===== src/rtl/regfile_wb_if.sv =====
// Writeback request channels (ALU, load) plus the registered regfile write port.
interface regfile_wb_if #(
    parameter int AW = 5,
    parameter int DW = 32
);
    logic          a_valid;
    logic          a_ready;
    logic [AW-1:0] a_addr;
    logic [DW-1:0] a_data;
    logic          m_valid;
    logic          m_ready;
    logic [AW-1:0] m_addr;
    logic [DW-1:0] m_data;
    logic          rd_wren;
    logic [AW-1:0] rd_addr;
    logic [DW-1:0] rd_data;

    modport master (
        output a_valid, a_addr, a_data, m_valid, m_addr, m_data,
        input  a_ready, m_ready, rd_wren, rd_addr, rd_data
    );

    modport slave (
        input  a_valid, a_addr, a_data, m_valid, m_addr, m_data,
        output a_ready, m_ready, rd_wren, rd_addr, rd_data
    );
endinterface


===== src/rtl/regfile_wb_arbiter.sv =====
// Round-robin writeback arbiter (ALU/load FIFOs) with a pending-write hazard scoreboard.
// Optional macro WB_BYPASS_EN adds rs1_fwd_o/rs2_fwd_o forwarding from the write port.
module regfile_wb_arbiter #(
    parameter int AW         = 5,
    parameter int DW         = 32,
    parameter int FIFO_DEPTH = 2
) (
    input  logic          clk,
    input  logic          rst,
    regfile_wb_if.slave   bus,
    input  logic          iss_valid_i,
    input  logic [AW-1:0] iss_addr_i,
    input  logic [AW-1:0] rs1_addr_i,
    input  logic [AW-1:0] rs2_addr_i,
    output logic          rs1_busy_o,
    output logic          rs2_busy_o
`ifdef WB_BYPASS_EN
    ,
    output logic          rs1_fwd_o,
    output logic          rs2_fwd_o
`endif
);
    localparam int PW   = $clog2(FIFO_DEPTH);
    localparam int EW   = AW + DW;
    localparam int NREG = 1 << AW;
    localparam logic [PW:0]   PTR_INC   = {{PW{1'b0}}, 1'b1};
    localparam logic [AW-1:0] ADDR_ZERO = {AW{1'b0}};

    // Index 0 is the ALU side, index 1 the load side.
    logic [EW-1:0]   mem_q    [2][FIFO_DEPTH];
    logic [PW:0]     wr_ptr_q [2];
    logic [PW:0]     rd_ptr_q [2];
    logic [EW-1:0]   in_s     [2];
    logic [1:0]      empty_s;
    logic [1:0]      full_s;
    logic [1:0]      push_s;
    logic [1:0]      pop_s;
    logic [EW-1:0]   head_s;
    logic            prio_m_q, prio_m_d;
    logic            rd_wren_q, rd_wren_d;
    logic [AW-1:0]   rd_addr_q, rd_addr_d;
    logic [DW-1:0]   rd_data_q, rd_data_d;
    logic [NREG-1:0] pending_q, pending_d;

    assign in_s[0]     = {bus.a_addr, bus.a_data};
    assign in_s[1]     = {bus.m_addr, bus.m_data};
    assign bus.a_ready = ~full_s[0] & ~rst;
    assign bus.m_ready = ~full_s[1] & ~rst;
    assign push_s      = {bus.m_valid & bus.m_ready, bus.a_valid & bus.a_ready};
    assign head_s      = pop_s[1] ? mem_q[1][rd_ptr_q[1][PW-1:0]] : mem_q[0][rd_ptr_q[0][PW-1:0]];

    // FIFO occupancy flags from the registered pointers (extra wrap bit separates full from empty).
    always_comb begin
        for (int s = 0; s < 2; s++) begin
            empty_s[s] = (wr_ptr_q[s] == rd_ptr_q[s]);
            full_s[s]  = (wr_ptr_q[s][PW] != rd_ptr_q[s][PW]) &&
                         (wr_ptr_q[s][PW-1:0] == rd_ptr_q[s][PW-1:0]);
        end
    end

    // Round-robin grant: priority only flips when both sides were competing.
    always_comb begin
        pop_s    = 2'b00;
        prio_m_d = prio_m_q;
        if (!empty_s[0] && !empty_s[1]) begin
            if (prio_m_q) begin
                pop_s = 2'b10;
            end else begin
                pop_s = 2'b01;
            end
            prio_m_d = ~prio_m_q;
        end else if (!empty_s[1]) begin
            pop_s = 2'b10;
        end else if (!empty_s[0]) begin
            pop_s = 2'b01;
        end else begin
            pop_s = 2'b00;
        end
    end

    // Write port next state; an x0 entry is consumed without a write.
    always_comb begin
        rd_wren_d = 1'b0;
        rd_addr_d = rd_addr_q;
        rd_data_d = rd_data_q;
        if ((pop_s != 2'b00) && (head_s[EW-1:DW] != ADDR_ZERO)) begin
            rd_wren_d = 1'b1;
            rd_addr_d = head_s[EW-1:DW];
            rd_data_d = head_s[DW-1:0];
        end else begin
            rd_wren_d = 1'b0;
        end
    end

    // Scoreboard: clear on commit, then set on issue so a newer producer wins.
    always_comb begin
        pending_d = pending_q;
        if (rd_wren_q) begin
            pending_d[rd_addr_q] = 1'b0;
        end else begin
            pending_d = pending_q;
        end
        if (iss_valid_i && (iss_addr_i != ADDR_ZERO)) begin
            pending_d[iss_addr_i] = 1'b1;
        end else begin
            pending_d[0] = 1'b0;
        end
        pending_d[0] = 1'b0;
    end

    // FIFO storage and pointers.
    always_ff @(posedge clk or posedge rst) begin
        if (rst) begin
            for (int s = 0; s < 2; s++) begin
                wr_ptr_q[s] <= {(PW+1){1'b0}};
                rd_ptr_q[s] <= {(PW+1){1'b0}};
                for (int e = 0; e < FIFO_DEPTH; e++) begin
                    mem_q[s][e] <= {EW{1'b0}};
                end
            end
        end else begin
            for (int s = 0; s < 2; s++) begin
                if (push_s[s]) begin
                    mem_q[s][wr_ptr_q[s][PW-1:0]] <= in_s[s];
                    wr_ptr_q[s] <= wr_ptr_q[s] + PTR_INC;
                end
                if (pop_s[s]) begin
                    rd_ptr_q[s] <= rd_ptr_q[s] + PTR_INC;
                end
            end
        end
    end

    // Arbiter priority, registered write port and pending bits.
    always_ff @(posedge clk or posedge rst) begin
        if (rst) begin
            prio_m_q  <= 1'b1;
            rd_wren_q <= 1'b0;
            rd_addr_q <= ADDR_ZERO;
            rd_data_q <= {DW{1'b0}};
            pending_q <= {NREG{1'b0}};
        end else begin
            prio_m_q  <= prio_m_d;
            rd_wren_q <= rd_wren_d;
            rd_addr_q <= rd_addr_d;
            rd_data_q <= rd_data_d;
            pending_q <= pending_d;
        end
    end

    assign bus.rd_wren = rd_wren_q;
    assign bus.rd_addr = rd_addr_q;
    assign bus.rd_data = rd_data_q;

`ifdef WB_BYPASS_EN
    assign rs1_fwd_o  = rd_wren_q & (rd_addr_q == rs1_addr_i) & (rs1_addr_i != ADDR_ZERO);
    assign rs2_fwd_o  = rd_wren_q & (rd_addr_q == rs2_addr_i) & (rs2_addr_i != ADDR_ZERO);
    assign rs1_busy_o = pending_q[rs1_addr_i] & ~rs1_fwd_o;
    assign rs2_busy_o = pending_q[rs2_addr_i] & ~rs2_fwd_o;
`else
    assign rs1_busy_o = pending_q[rs1_addr_i];
    assign rs2_busy_o = pending_q[rs2_addr_i];
`endif
endmodule

===== src/flat_wrapper.sv =====
// flat-port wrapper written by rule: the top's interface ports become plain ports
module regfile_wb_arbiter_flat 
#(
    parameter int AW         = 5,
    parameter int DW         = 32,
    parameter int FIFO_DEPTH = 2
)
  (clk, rst, iss_valid_i, iss_addr_i, rs1_addr_i, rs2_addr_i, rs1_busy_o, rs2_busy_o, bus_a_valid, bus_a_addr, bus_a_data, bus_m_valid, bus_m_addr, bus_m_data, bus_a_ready, bus_m_ready, bus_rd_wren, bus_rd_addr, bus_rd_data);
  regfile_wb_if #(.AW(AW), .DW(DW)) bus_i ();
  input  logic clk;
  input  logic rst;
  input  logic iss_valid_i;
  input  logic [AW-1:0] iss_addr_i;
  input  logic [AW-1:0] rs1_addr_i;
  input  logic [AW-1:0] rs2_addr_i;
  output logic rs1_busy_o;
  output logic rs2_busy_o;
  input wire logic [$bits(bus_i.a_valid)-1:0] bus_a_valid;
  input wire logic [$bits(bus_i.a_addr)-1:0] bus_a_addr;
  input wire logic [$bits(bus_i.a_data)-1:0] bus_a_data;
  input wire logic [$bits(bus_i.m_valid)-1:0] bus_m_valid;
  input wire logic [$bits(bus_i.m_addr)-1:0] bus_m_addr;
  input wire logic [$bits(bus_i.m_data)-1:0] bus_m_data;
  output wire logic [$bits(bus_i.a_ready)-1:0] bus_a_ready;
  output wire logic [$bits(bus_i.m_ready)-1:0] bus_m_ready;
  output wire logic [$bits(bus_i.rd_wren)-1:0] bus_rd_wren;
  output wire logic [$bits(bus_i.rd_addr)-1:0] bus_rd_addr;
  output wire logic [$bits(bus_i.rd_data)-1:0] bus_rd_data;
  assign bus_i.a_valid = bus_a_valid;
  assign bus_i.a_addr = bus_a_addr;
  assign bus_i.a_data = bus_a_data;
  assign bus_i.m_valid = bus_m_valid;
  assign bus_i.m_addr = bus_m_addr;
  assign bus_i.m_data = bus_m_data;
  assign bus_a_ready = bus_i.a_ready;
  assign bus_m_ready = bus_i.m_ready;
  assign bus_rd_wren = bus_i.rd_wren;
  assign bus_rd_addr = bus_i.rd_addr;
  assign bus_rd_data = bus_i.rd_data;
  regfile_wb_arbiter #(.AW(AW), .DW(DW), .FIFO_DEPTH(FIFO_DEPTH)) u_core (.clk(clk), .rst(rst), .bus(bus_i), .iss_valid_i(iss_valid_i), .iss_addr_i(iss_addr_i), .rs1_addr_i(rs1_addr_i), .rs2_addr_i(rs2_addr_i), .rs1_busy_o(rs1_busy_o), .rs2_busy_o(rs2_busy_o));
endmodule

===== config.mk =====
export PLATFORM = sky130hd
export DESIGN_NAME = regfile_wb_arbiter_flat
export DESIGN_NICKNAME = d
export VERILOG_FILES = /design/src/rtl/regfile_wb_if.sv /design/src/rtl/regfile_wb_arbiter.sv /design/src/flat_wrapper.sv
export SDC_FILE = /design/constraint.sdc
export NUM_CORES = 1
export LEC_CHECK = 0
export CORE_MARGIN = 3
export CORE_UTILIZATION = 56
export DETAILED_ROUTE_END_ITERATION = 16
export PLACE_DENSITY = 0.8
export SYNTH_ARGS = -nofsm -noshare
export SYNTH_HDL_FRONTEND = slang
export SYNTH_SLANG_ARGS = --single-unit

===== constraint.sdc =====
create_clock -name clk -period 8.3 [get_ports clk]
set_clock_uncertainty 0.2 [all_clocks]
set_input_delay 1.245 -clock clk [delete_from_list [all_inputs] [get_ports clk]]
set_output_delay 1.245 -clock clk [all_outputs]
set_load 0.03 [all_outputs]

==> results.py <==
metrics = {
    "run_status": {
        "status": "finished, final reports clean",
    },
    "yosys": {
        "ys.flop_type": "dfrtp_1",
        "ys_async_sr_fraction": 1.00,
        "ys_seq_area_frac": 0.519,
        "synth_compound_gate_area_share": 0.118,
        "synth-simple-area-share": 0.0592,
        "synth_top_family_by_area": "multiplexers",
        "synth_top_area_share": 0.516,
        "syn_area_per_cell_um2": 12.5,
        "synth_seq_cells": 226,
        "synth_area_leaders": "dfrtp_1, mux2_2, o211ai_1, mux4_2, mux2i_1",
        "yosysUniqueCellTypes": 41,
        "yosys.area.top_type": "dfrtp_1",
        "synth_xor_xnor_area_share": 0.0120,
        "ys_warn_count": 0,
        "syn_area_mm2": 0.0109,
        "synth-edff-count": 0,
        "synthMuxAreaShare": 0.264,
        "synthAdderAreaFrac": 0,
        "syn_inst": 872,
        "synth.net_count": 966,
    },
    "place": {
        "portBuffers": 135,
        "gp_congestion": 0.973,
        "hpwlAfterDp_mm": 16.9,
        "dpl_worst_slack_ps": 2900,
    },
    "routing": {
        "vias": 7966,
        "drt_pass1_iterations": 5,
        "wl_per_cell_um": 21.6,
        "drt_iter0_markers": 565,
        "antenna_left": 0,
        "drc": 0,
        "viasPerCell": 6.33,
        "wirelength_mm": 27.1,
    },
    "sta": {
        "rsz0062_at_grt": "no",
        "period_needed_ps": 5380,
        "slew_headroom": 0.215,
        "timing.final.crit_share": 0.648,
        "tightest_slew_ps": 1170,
        "fmax_ghz": 0.186,
        "setup_viol": 0,
        "finalHoldViolCount": 0,
        "slew_viol_final": 0,
        "setup_ws_ps": 2920,
        "fin_tns_setup_ps": 0,
    },
    "global_route": {
        "grt_overflow": 0,
        "grt_max_degree": 123,
        "grt_pass1_vias": 8269,
        "track_usage": 0.255,
        "grt_pass1_wl_mm": 44.3,
        "antenna_found_initial": 0,
    },
    "floorplan": {
        "start_util": 0.577,
        "pin_count": 136,
        "die_x_um": 146,
        "dieArea_mm2": 0.0212,
        "rows": 50,
        "core_area_mm2": 0.0189,
        "dieHeight_um": 146,
    },
    "hold_path": {
        "hold_path_class": "reg2reg",
        "holdPathEnd": "u_core.rd_ptr_q[3]",
        "hp-start": "u_core.rd_ptr_q[3]",
        "whs_path_depth": 1,
    },
    "critical_path": {
        "crit_arrival_ps": 3930,
        "crit_family": "buffers and inverters",
        "path_buf_inv": 2,
        "reg2reg_to": "u_core.bus.rd_data[24]",
        "crit_type": "in2out",
        "crit_required_ps": 6860,
        "cp_slowest_cell": "clkdlybuf4s50_1",
        "path_max_fanout": 9,
        "end_kind": "output pin",
        "crit_chain": "clkdlybuf4s50_1, mux4_2, mux4_2, mux2_2, clkdlybuf4s50_1",
        "cp-start-kind": "input port",
        "cp_slowest_stage_delay_ps": 780,
        "rr_worst_depth": 5,
        "rr_startpoint": "u_core.wr_ptr_q[0]",
        "rrSetupSlack_ps": 4400,
    },
    "clocking": {
        "clkTransAtPathRegs_ps": 60,
        "clock_latency_ps": 510,
        "cts_setup_buffers": 0,
        "cts.sink_count": 226,
        "cts_root_buffer": "clkbuf_16",
        "cts_buffers": 24,
        "cts_resized": 0,
        "cts_tree": "built",
        "hold_buffers": 0,
        "cts_max_level": 1,
        "clk_path_buf_depth": 3,
    },
    "power": {
        "p_leak_nw": 5.22,
        "ir_drop_mv": 0.256,
        "p_per_area_mw_per_mm2": 477,
    },
    "final_layout": {
        "final_nets": 1074,
        "drive_gt1_frac": 0.278,
        "layout_commonest_cell": "dfrtp_1",
        "seq_area_mm2": 0.00566,
        "areaGrowthSynthToFinish_pct": 21.9,
        "multiInputGateArea_mm2": 0.00502,
        "diodes": 0,
        "num-fill-cells": 1394,
        "final_cell_mix": "dfrtp_1, mux2_2, clkdlybuf4s50_1",
    },
    "run": {
        "maxCapViolCount": 0,
    },
}
how the worst max path moves through the flow:
stage,from,endpoint,slack [ps],cells after the start
finish,rs1_addr_i[0],rs1_busy_o,2920,5
floorplan,rst,u_core.bus.rd_addr[0],670,1
detailed placement,rs1_addr_i[0],rs1_busy_o,2900,5
global placement,rs1_addr_i[0],rs1_busy_o,2940,5
CTS,rs1_addr_i[0],rs1_busy_o,2890,5
global route,rs1_addr_i[0],rs1_busy_o,2810,5
through the flow:
step / total power, W / instances / utilization / instance area [um^2] / hold WS [ps]
finish: 0.00634 / 1258 / 0.704 / 13300 / 292
global route: 0.00674 / 1258 / 0.704 / 13300 / 306
CTS: 0.00636 / 1258 / 0.704 / 13300 / 292
detailed placement: 0.00523 / 1214 / 0.660 / 12500 / 280
global placement: 0.00513 / 1214 / 0.660 / 12500 / 274
floorplan: 0.00430 / 872 / - / 10900 / 261
where the power goes:
| group | switching (W) | leakage, nW | internal (W) |
|---|---|---|---|
| Sequential | 0.000413 | 2.67 | 0.00171 |
| Combinational | 0.00169 | 2.15 | 0.00143 |
| Clock | 0.000422 | 0.407 | 0.000676 |
| Total | 0.00252 | 5.22 | 0.00381 |
area by class of cell:
type,count,share of cell area
flip-flops and latches,226,0.426
inverters,3,0.00141
clock buffers,39,0.0563
repair buffers,148,0.109
clock inverters,5,0.00565
well taps,260,0.0245
multi-input cells,577,0.378
worst reg2reg max path: cells and delay by family, from the launching register on:
family	cells	cell delay (ps)
compound gates	3	2110
xor+xnor	1	330
flops	1	460
simple gates	1	640
kinds of logic (layout without fill, tap and decap cells):
| family | count (synthesis) | in the layout |
|---|---|---|
| AO/OA/AOI/OAI | 189 | 189 |
| multiplexers | 242 | 242 |
| XOR/XNOR | 15 | 15 |
| flip-flops | 226 | 226 |
| AND/OR/NAND/NOR | 131 | 131 |
| buffers and inverters | 69 | 195 |
flip-flops by register name, indices dropped and copies added, names as in the netlist:
register and count:
u_core.bus.rd_addr 5, u_core.bus.rd_data 32, u_core.bus.rd_wren 1, u_core.mem_q 148
u_core.pending_q 31, u_core.prio_m_q 1, u_core.rd_ptr_q 4, u_core.wr_ptr_q 4
synth_stat cells, types with 3 or more instances:
| master | n |
|---|---|
| nand3b_1 | 11 |
| buf_4 | 5 |
| buf_1 | 4 |
| inv_1 | 3 |
| dfrtp_1 | 225 |
| o211ai_1 | 67 |
| a21oi_1 | 9 |
| nand2_1 | 49 |
| mux4_2 | 18 |
| buf_2 | 16 |
| nand3_1 | 43 |
| xnor2_1 | 8 |
| o221ai_1 | 33 |
| nor3_1 | 6 |
| nor2_1 | 11 |
| clkbuf_1 | 41 |
| xor2_1 | 7 |
| mux2i_1 | 35 |
| mux2_2 | 189 |
| o21ai_0 | 65 |
per-layer routing:
metal | up-vias | GRT usage | share of wire
met3 | 47 | 0.0492 | 0.077
li1 | 3506 | - | -
met2 | 349 | 0.414 | 0.48
met5 | - | 0 | 0
met1 | 4064 | 0.358 | 0.42
met4 | 0 | 0.0703 | 0.020
(Power assumes the default switching activity.)
